`src/rtl/addsub_pkg.sv`:
```
// addsub_pkg: shared constants and helpers for the pipelined adder/subtractor.
// Mode encoding, stage count and configuration check used by addsub_pipe.
package addsub_pkg;

  localparam logic MODE_ADD = 1'b0;
  localparam logic MODE_SUB = 1'b1;

  function automatic int stages_of(
    input int width,
    input int chunk
  );
    return width / chunk;
  endfunction

  function automatic bit cfg_ok(
    input int width,
    input int chunk
  );
    return (width >= 2) && (chunk >= 1) &&
           ((width % chunk) == 0);
  endfunction

endpackage

```
`src/rtl/addsub_slice.sv`:
```
// addsub_slice: CHUNK-bit carry-lookahead adder slice, purely combinational.
// Exposes the carry into its top bit so the last slice can form ov_flag.
module addsub_slice #(
  parameter int CHUNK = 4
) (
  input  logic [CHUNK-1:0] x,
  input  logic [CHUNK-1:0] y,
  input  logic             cin,
  output logic [CHUNK-1:0] sum,
  output logic             cout,
  output logic             c_msb_in
);

  logic [CHUNK-1:0] g;
  logic [CHUNK-1:0] p;
  logic [CHUNK:0]   c;

  // flat generate/propagate lookahead: each carry is its own sum of products
  always_comb begin
    logic cc;
    logic pp;
    cc = 1'b0;
    pp = 1'b1;
    g = x & y;
    p = x ^ y;
    c = '0;
    c[0] = cin;
    for (int i = 0; i < CHUNK; i++) begin
      cc = 1'b0;
      pp = 1'b1;
      for (int j = i; j >= 0; j--) begin
        cc = cc | (pp & g[j]);
        pp = pp & p[j];
      end
      c[i+1] = cc | (pp & cin);
    end
  end

  assign sum      = p ^ c[CHUNK-1:0];
  assign cout     = c[CHUNK];
  assign c_msb_in = c[CHUNK-1];

endmodule

```
`src/rtl/addsub_pipe.sv`:
```
// addsub_pipe: WIDTH-bit add/sub, one CHUNK-bit carry slice per stage, valid/ready.
// Define ADDSUB_PIPE_SATURATE_EN to clamp w to the signed extreme on overflow.
module addsub_pipe
  import addsub_pkg::*;
#(
  parameter int WIDTH = 16,
  parameter int CHUNK = 4
) (
  input  logic             clk,
  input  logic             rst,
  input  logic             in_valid,
  output logic             in_ready,
  input  logic [WIDTH-1:0] a,
  input  logic [WIDTH-1:0] b,
  input  logic             m,
  output logic             out_valid,
  input  logic             out_ready,
  output logic [WIDTH-1:0] w,
  output logic             c_out,
  output logic             ov_flag
);

  localparam int STAGES = stages_of(WIDTH, CHUNK);

  if (!cfg_ok(WIDTH, CHUNK)) begin : g_bad_cfg
    $error("addsub_pipe: WIDTH must be >= 2 and a multiple of CHUNK");
  end

  logic              adv;
  logic              sub;
  logic [WIDTH-1:0]  b_x;
  logic [STAGES-1:0] v_q;

  assign adv      = !out_valid || out_ready;
  assign in_ready = adv;
  assign sub      = (m == MODE_SUB);
  assign b_x      = b ^ {WIDTH{sub}};

  // stage-valid chain; the whole pipe moves together on adv
  always_ff @(posedge clk) begin
    if (rst) begin
      v_q <= '0;
    end else if (adv) begin
      v_q[0] <= in_valid;
      for (int k = 1; k < STAGES; k++) begin
        v_q[k] <= v_q[k-1];
      end
    end
  end

  assign out_valid = v_q[STAGES-1];

  for (genvar k = 0; k < STAGES; k++) begin : g_stage
    localparam int LO = k * CHUNK;
    localparam int IW = WIDTH - LO;

    logic [IW-1:0]       a_in;
    logic [IW-1:0]       b_in;
    logic [LO+CHUNK-1:0] res_n;
    logic                cin;
    logic [CHUNK-1:0]    sum;
    logic                cout;
    logic                cm;

    if (k == 0) begin : g_src
      assign a_in  = a;
      assign b_in  = b_x;
      assign cin   = sub;
      assign res_n = sum;
    end else begin : g_src
      assign a_in  = g_stage[k-1].g_mid.a_q;
      assign b_in  = g_stage[k-1].g_mid.b_q;
      assign cin   = g_stage[k-1].g_mid.c_q;
      assign res_n = {sum, g_stage[k-1].g_mid.res_q};
    end

    addsub_slice #(
      .CHUNK(CHUNK)
    ) u_slice (
      .x        (a_in[CHUNK-1:0]),
      .y        (b_in[CHUNK-1:0]),
      .cin      (cin),
      .sum      (sum),
      .cout     (cout),
      .c_msb_in (cm)
    );

    if (k < STAGES - 1) begin : g_mid
      logic [IW-CHUNK-1:0] a_q;
      logic [IW-CHUNK-1:0] b_q;
      logic [LO+CHUNK-1:0] res_q;
      logic                c_q;

      // resolved low result bits plus skewed upper operands
      always_ff @(posedge clk) begin
        if (adv) begin
          a_q   <= a_in[IW-1:CHUNK];
          b_q   <= b_in[IW-1:CHUNK];
          res_q <= res_n;
          c_q   <= cout;
        end
      end
    end else begin : g_last
      logic [WIDTH-1:0] w_n;
      logic             ov_n;
      logic [WIDTH-1:0] w_q;
      logic             c_q;
      logic             ov_q;

      // final result, clamped on overflow when saturation is built in
      always_comb begin
        ov_n = cout ^ cm;
        w_n  = res_n;
`ifdef ADDSUB_PIPE_SATURATE_EN
        if (ov_n) begin
          w_n = {a_in[CHUNK-1], {(WIDTH-1){~a_in[CHUNK-1]}}};
        end
`else
`endif
      end

      // output register; cleared so no stale result survives a reset
      always_ff @(posedge clk) begin
        if (rst) begin
          w_q  <= '0;
          c_q  <= 1'b0;
          ov_q <= 1'b0;
        end else if (adv) begin
          w_q  <= w_n;
          c_q  <= cout;
          ov_q <= ov_n;
        end
      end
    end
  end

  assign w       = g_stage[STAGES-1].g_last.w_q;
  assign c_out   = g_stage[STAGES-1].g_last.c_q;
  assign ov_flag = g_stage[STAGES-1].g_last.ov_q;

endmodule

```
`config.mk`:
```
export PLATFORM = sky130hd
export DESIGN_NAME = addsub_pipe
export DESIGN_NICKNAME = d
export VERILOG_FILES = /design/src/rtl/addsub_pkg.sv /design/src/rtl/addsub_slice.sv /design/src/rtl/addsub_pipe.sv
export SDC_FILE = /design/constraint.sdc
export NUM_CORES = 1
export LEC_CHECK = 0
export BUFFER_PORTS_ARGS = -buffer_cell sky130_fd_sc_hd__buf_4
export CAP_MARGIN = 5
export CORE_MARGIN = 5
export CORE_UTILIZATION = 58
export CTS_BUF_LIST = sky130_fd_sc_hd__clkbuf_2
export DETAILED_ROUTE_END_ITERATION = 10
export HOLD_SLACK_MARGIN = 0.03
export PLACE_DENSITY_LB_ADDON = 0.3
export SLEW_MARGIN = 0
export SYNTH_ARGS = -nofsm -noshare
export SYNTH_HDL_FRONTEND = slang
export SYNTH_SLANG_ARGS = --single-unit
```
`constraint.sdc`:
```
create_clock -name clk -period 3 [get_ports clk]
set_clock_uncertainty 0.2 [all_clocks]
set_input_delay 0.45 -clock clk [delete_from_list [all_inputs] [get_ports clk]]
set_output_delay 0.45 -clock clk [all_outputs]
set_load 0.1 [all_outputs]
```
# --- Yosys cells after proc, flatten, opt, wreduce, memory -nomap -nowiden ---
# Index checks and enable logic that the tools add are counted.
totals:
  regBits: 97
  in_bits: 37
  output_inout_bits: 20
  word_cells: 136
classes:
  bitwise_logic: 118
  n_reduce_logical: 2
op_table:
  columns: ["cell", "n"]
  rows:
  - ["$and 1x1->1", 64]
  - ["$or 1x1->1", 40]
  - ["$xor 4x4->4", 8]
  - ["$and 4x4->4", 4]
  - ["$xor 16x16->16", 1]
  - ["$logic_not 1->1", 1]
  - ["$logic_or 1x1->1", 1]
  - ["$xor 1x1->1", 1]

# --- Logic depth before layout (Yosys ltp) ---
depth:
  ltp_word: 7
  ltp_mapped: 7
  ltp_nobuf: 6

# --- Cells and area by module ---
# From an unflattened synthesis, not the netlist that was laid out.
hier_totals:
  hier_cells: 252
  hier_area_um2: 3787.4
modules_own_cells:
  columns: ["mod", "n_inst", "cells_per_inst", "area_per_inst_um2", "seq_area_each_um2"]
  rows:
  - ["addsub_pipe", 1, 188, 3196.8, 2692.6]
  - ["addsub_slice at g_stage[0].u_slice ...", 2, 18, 155.1, 0.0]
  - ["addsub_slice at g_stage[2].u_slice ...", 2, 14, 140.1, 0.0]

# --- Worst setup path after synthesis ---
# No wires, ideal clock.
synth_timing:
  kind: "reg-to-output"
  from: "reg v_q[3]"
  to: "out in_ready"
  arrival_ns: 2.418
  required_ns: 2.350
  setup_slack_ns: -0.068
  path_stages_with_launch: 4
  n_path_buf: 1
  path_cell_list: "dfxtp_1 > nor2b_2 > inv_1 > buf_2"
synth_between:
  elab_chain_len: 2
synth_rtl:
  columns: ["item", "line_no", "rtl"]
  rows:
  - ["start, declared", "addsub_pipe.sv:32", "logic [STAGES-1:0] v_q;"]
  - ["start signal, assigned by index", "addsub_pipe.sv:46", "v_q[k] <= v_q[k-1];"]
  - ["$logic_not 1->1", "addsub_pipe.sv:34", "assign adv = !out_valid || out_ready;"]
  - ["$logic_or 1x1->1", "addsub_pipe.sv:34", null]
  - ["end, declared", "addsub_pipe.sv:12", "output logic in_ready,"]
# No other way between the ends.

# --- Worst setup path in the final report ---
# Ends and elaborated chain as after synthesis.

==> flow_summary.ini <==
[synth]
synthAdderAreaFrac = 0.06947
syn_area_um2 = 3746
yosys_warnings = 0
synthMuxAreaShare = 0.005344
synth-compound-area-share = 0.07014
synthDistinctLibCells = 28
synth-seq-area-share = 0.7188
synth_xor_area_frac = 0.06313
synthSimpleGateAreaFrac = 0.05210
syn_area_per_cell_um2 = 15.29
synth_top_family_by_area = compound AO/OA/AOI/OAI gates
synth_nets = 301
netlist_instances = 245
synth-seq-cells = 97

[floorplan]
die_w_um = 90.37
start_util = 0.5933
die_y_um = 90.37
die-area_um2 = 8166
io_pins = 57
core_area_um2 = 6314
num_rows = 29

[setup_path]
critPathArrivalTime_ns = 1.78
required_ns = 2.35
path_max_fanout = 28
critPathLaunchType = register
reg2reg_depth = 3
crit_path_end_kind = output port
path_class = reg2out

[cells_and_area]
multi_input_area_um2 = 974.7
areaGrowthSynthToFinish_pct = 24.65
drive_gt1_frac = 0.2456
layoutNonFillerInstCount = 415
final_cell_mix = edfxtp_1 (75), buf_4 (59), nand2_1 (32)
fillers = 413
num_antenna_cells = 0
regArea_um2 = 2693
layout_commonest_cell = edfxtp_1
layout.nets = 389
final_design_area_no_fill_um2 = 4669

[global_routing]
grt_pass1_wl_um = 9570
track_usage = 0.1465
grt-ovfl-total = 0
first_global_vias = 2065
grt_max_degree = 57
antenna_found_initial = 0

[place]
hpwlAfterDp_um = 3588
port_buffers = 56
gp_congestion = 0.7177
place_area_um2 = 4238
dp.cells = 372
pre_cts_ws_ns = 0.7207

[drt]
viasPerCell = 4.916
dr_total_vias = 2040
drt-initial-drc-count = 74
antenna_left = 0
wl_per_cell_um = 13.27
wl_um = 5507
first_pass_iters = 4
drc = 0

[power_and_ir_drop]
switching_power_mw = 0.9875
intPower_mw = 2.293
ir_worst_vdd_mv = 0.5822
sw_frac_of_total = 0.3011
seqPwrFrac = 0.541
total_power_mw = 3.280
power_frac_comb = 0.227
p_leak_nw = 1.981
power_frac_clock = 0.232
powerDensity_nw_per_um2 = 702.5

[clock_tree]
htreeDepth = 3
numCtsBuffers = 9
clk_latency_ns = 0.51
hold_buffers = 27
root_buffer = clkbuf_2
post_cts_resized = 0
post_cts_buffers = 0
cts_tree = yes
clk_pin_slew_ns = 0.21
clockBufferDepth = 2
cts.sinks = 97

[timing]
setup_viol = 0
hold_viol = 0
setup_slack_ns = 0.5727
period_needed_ns = 2.427
rsz0062_at_grt = false
slew_violations = 0
slew_headroom = 0.5720
finalCritPeriodShare = 0.8091
fmax_ghz = 0.4120
setup_tns_ns = 0
worst_slew_pin_slew_ns = 0.6420

[hold_path]
hold_class = in2reg
worstHoldPathCells = 3

[run_status]
status = finished clean

[job]
drv_cap = 0
[worst max-delay path: stages, from the launching register on]
cell      delay (ns)
dfxtp_1         0.37
nor2b_2         0.17
clkinv_2        0.36
buf_4           0.39
[per-stage QoR]
step	hold WS (ns)	util
after CTS	0.07762	0.7396
after detailed placement	0.2045	0.6712
after global routing	0.09700	0.7396
after global placement	0.2015	0.6712
after floorplan	0.2003	-
final	0.1298	0.7396
[cells in the mapped netlist, drive strengths merged]
master	count	area [um2]
a211o	1	8.760
a211oi	5	47.54
a21o	7	52.55
a21oi	19	98.85
buf	7	41.29
clkbuf	2	7.510
dfxtp	22	440.4
edfxtp	75	2252
fa	3	60.06
ha	16	200.2
inv	8	30.03
mux2i	2	20.02
nand2	32	120.1
nand3b	1	7.510
nor2	7	26.28
nor2b	1	8.760
nor3	2	10.01
nor3b	1	7.510
nor4b	1	15.01
o21ai	1	8.760
o21bai	4	37.53
o41ai	1	8.760
xnor2	6	52.55
xor2	21	183.9
[metal layers]
metal | share of wire | track usage | vias to the layer above
met1 | 0.45 | 0.1899 | 927
met5 | 0 | 0 | -
met4 | 0.022 | 0.08189 | 0
met2 | 0.47 | 0.2280 | 55
met3 | 0.056 | 0.03333 | 9
li1 | - | - | 1049
[power by group through the flow]
| stage | registers [mW] | clock network [mW] | logic (mW) |
|---|---|---|---|
| floorplan | 2.12 | 0 | 0.227 |
| global placement | 1.80 | 0 | 0.706 |
| detailed placement | 1.81 | 0 | 0.721 |
| CTS | 1.77 | 0.787 | 0.751 |
| global route | 1.80 | 0.848 | 0.798 |
| finish | 1.77 | 0.761 | 0.746 |
[sequential cells by signal (all words and copies together) (netlist names)]
register and count:
c_out 1, g_stage.g_mid.res_q 24, g_stage.g_mid.a_q 24, ov_flag 1
w 16, g_stage.g_mid.c_q 3, v_q 4, g_stage.g_mid.b_q 24
[path summary, 6_finish.rpt]
check | start | endpoint | slack (ns)
min reg2reg | g_stage[1].g_mid.res_q[3]$_DFFE_PP_ | g_stage[2].g_mid.res_q[3]$_DFFE_PP_ | 0.23
max reg2reg | v_q[3]$_SDFFE_PP0P_ | g_stage[2].g_mid.res_q[0]$_DFFE_PP_ | 1.02
min | a[3] | g_stage[0].g_mid.c_q$_DFFE_PP_ | 0.13
max | v_q[3]$_SDFFE_PP0P_ | in_ready | 0.57
[area by class of cell]
type,instances,share of cell area
clock buffer,9,0.009646
clock inverter,7,0.02492
inverter,8,0.006699
multi-input combinational,131,0.2087
sequential,97,0.5766
tap,77,0.02063
timing repair buffer,86,0.1527
[cells by family after synthesis]
kind of cell | after synthesis
adder cells (fa/ha/maj) | 19
buffers and inverters | 17
XOR/XNOR | 27
flip-flops | 97
AND/OR/NAND/NOR | 45
multiplexers | 2
AO/OA/AOI/OAI | 38
Power figures use the tool's default switching activity.
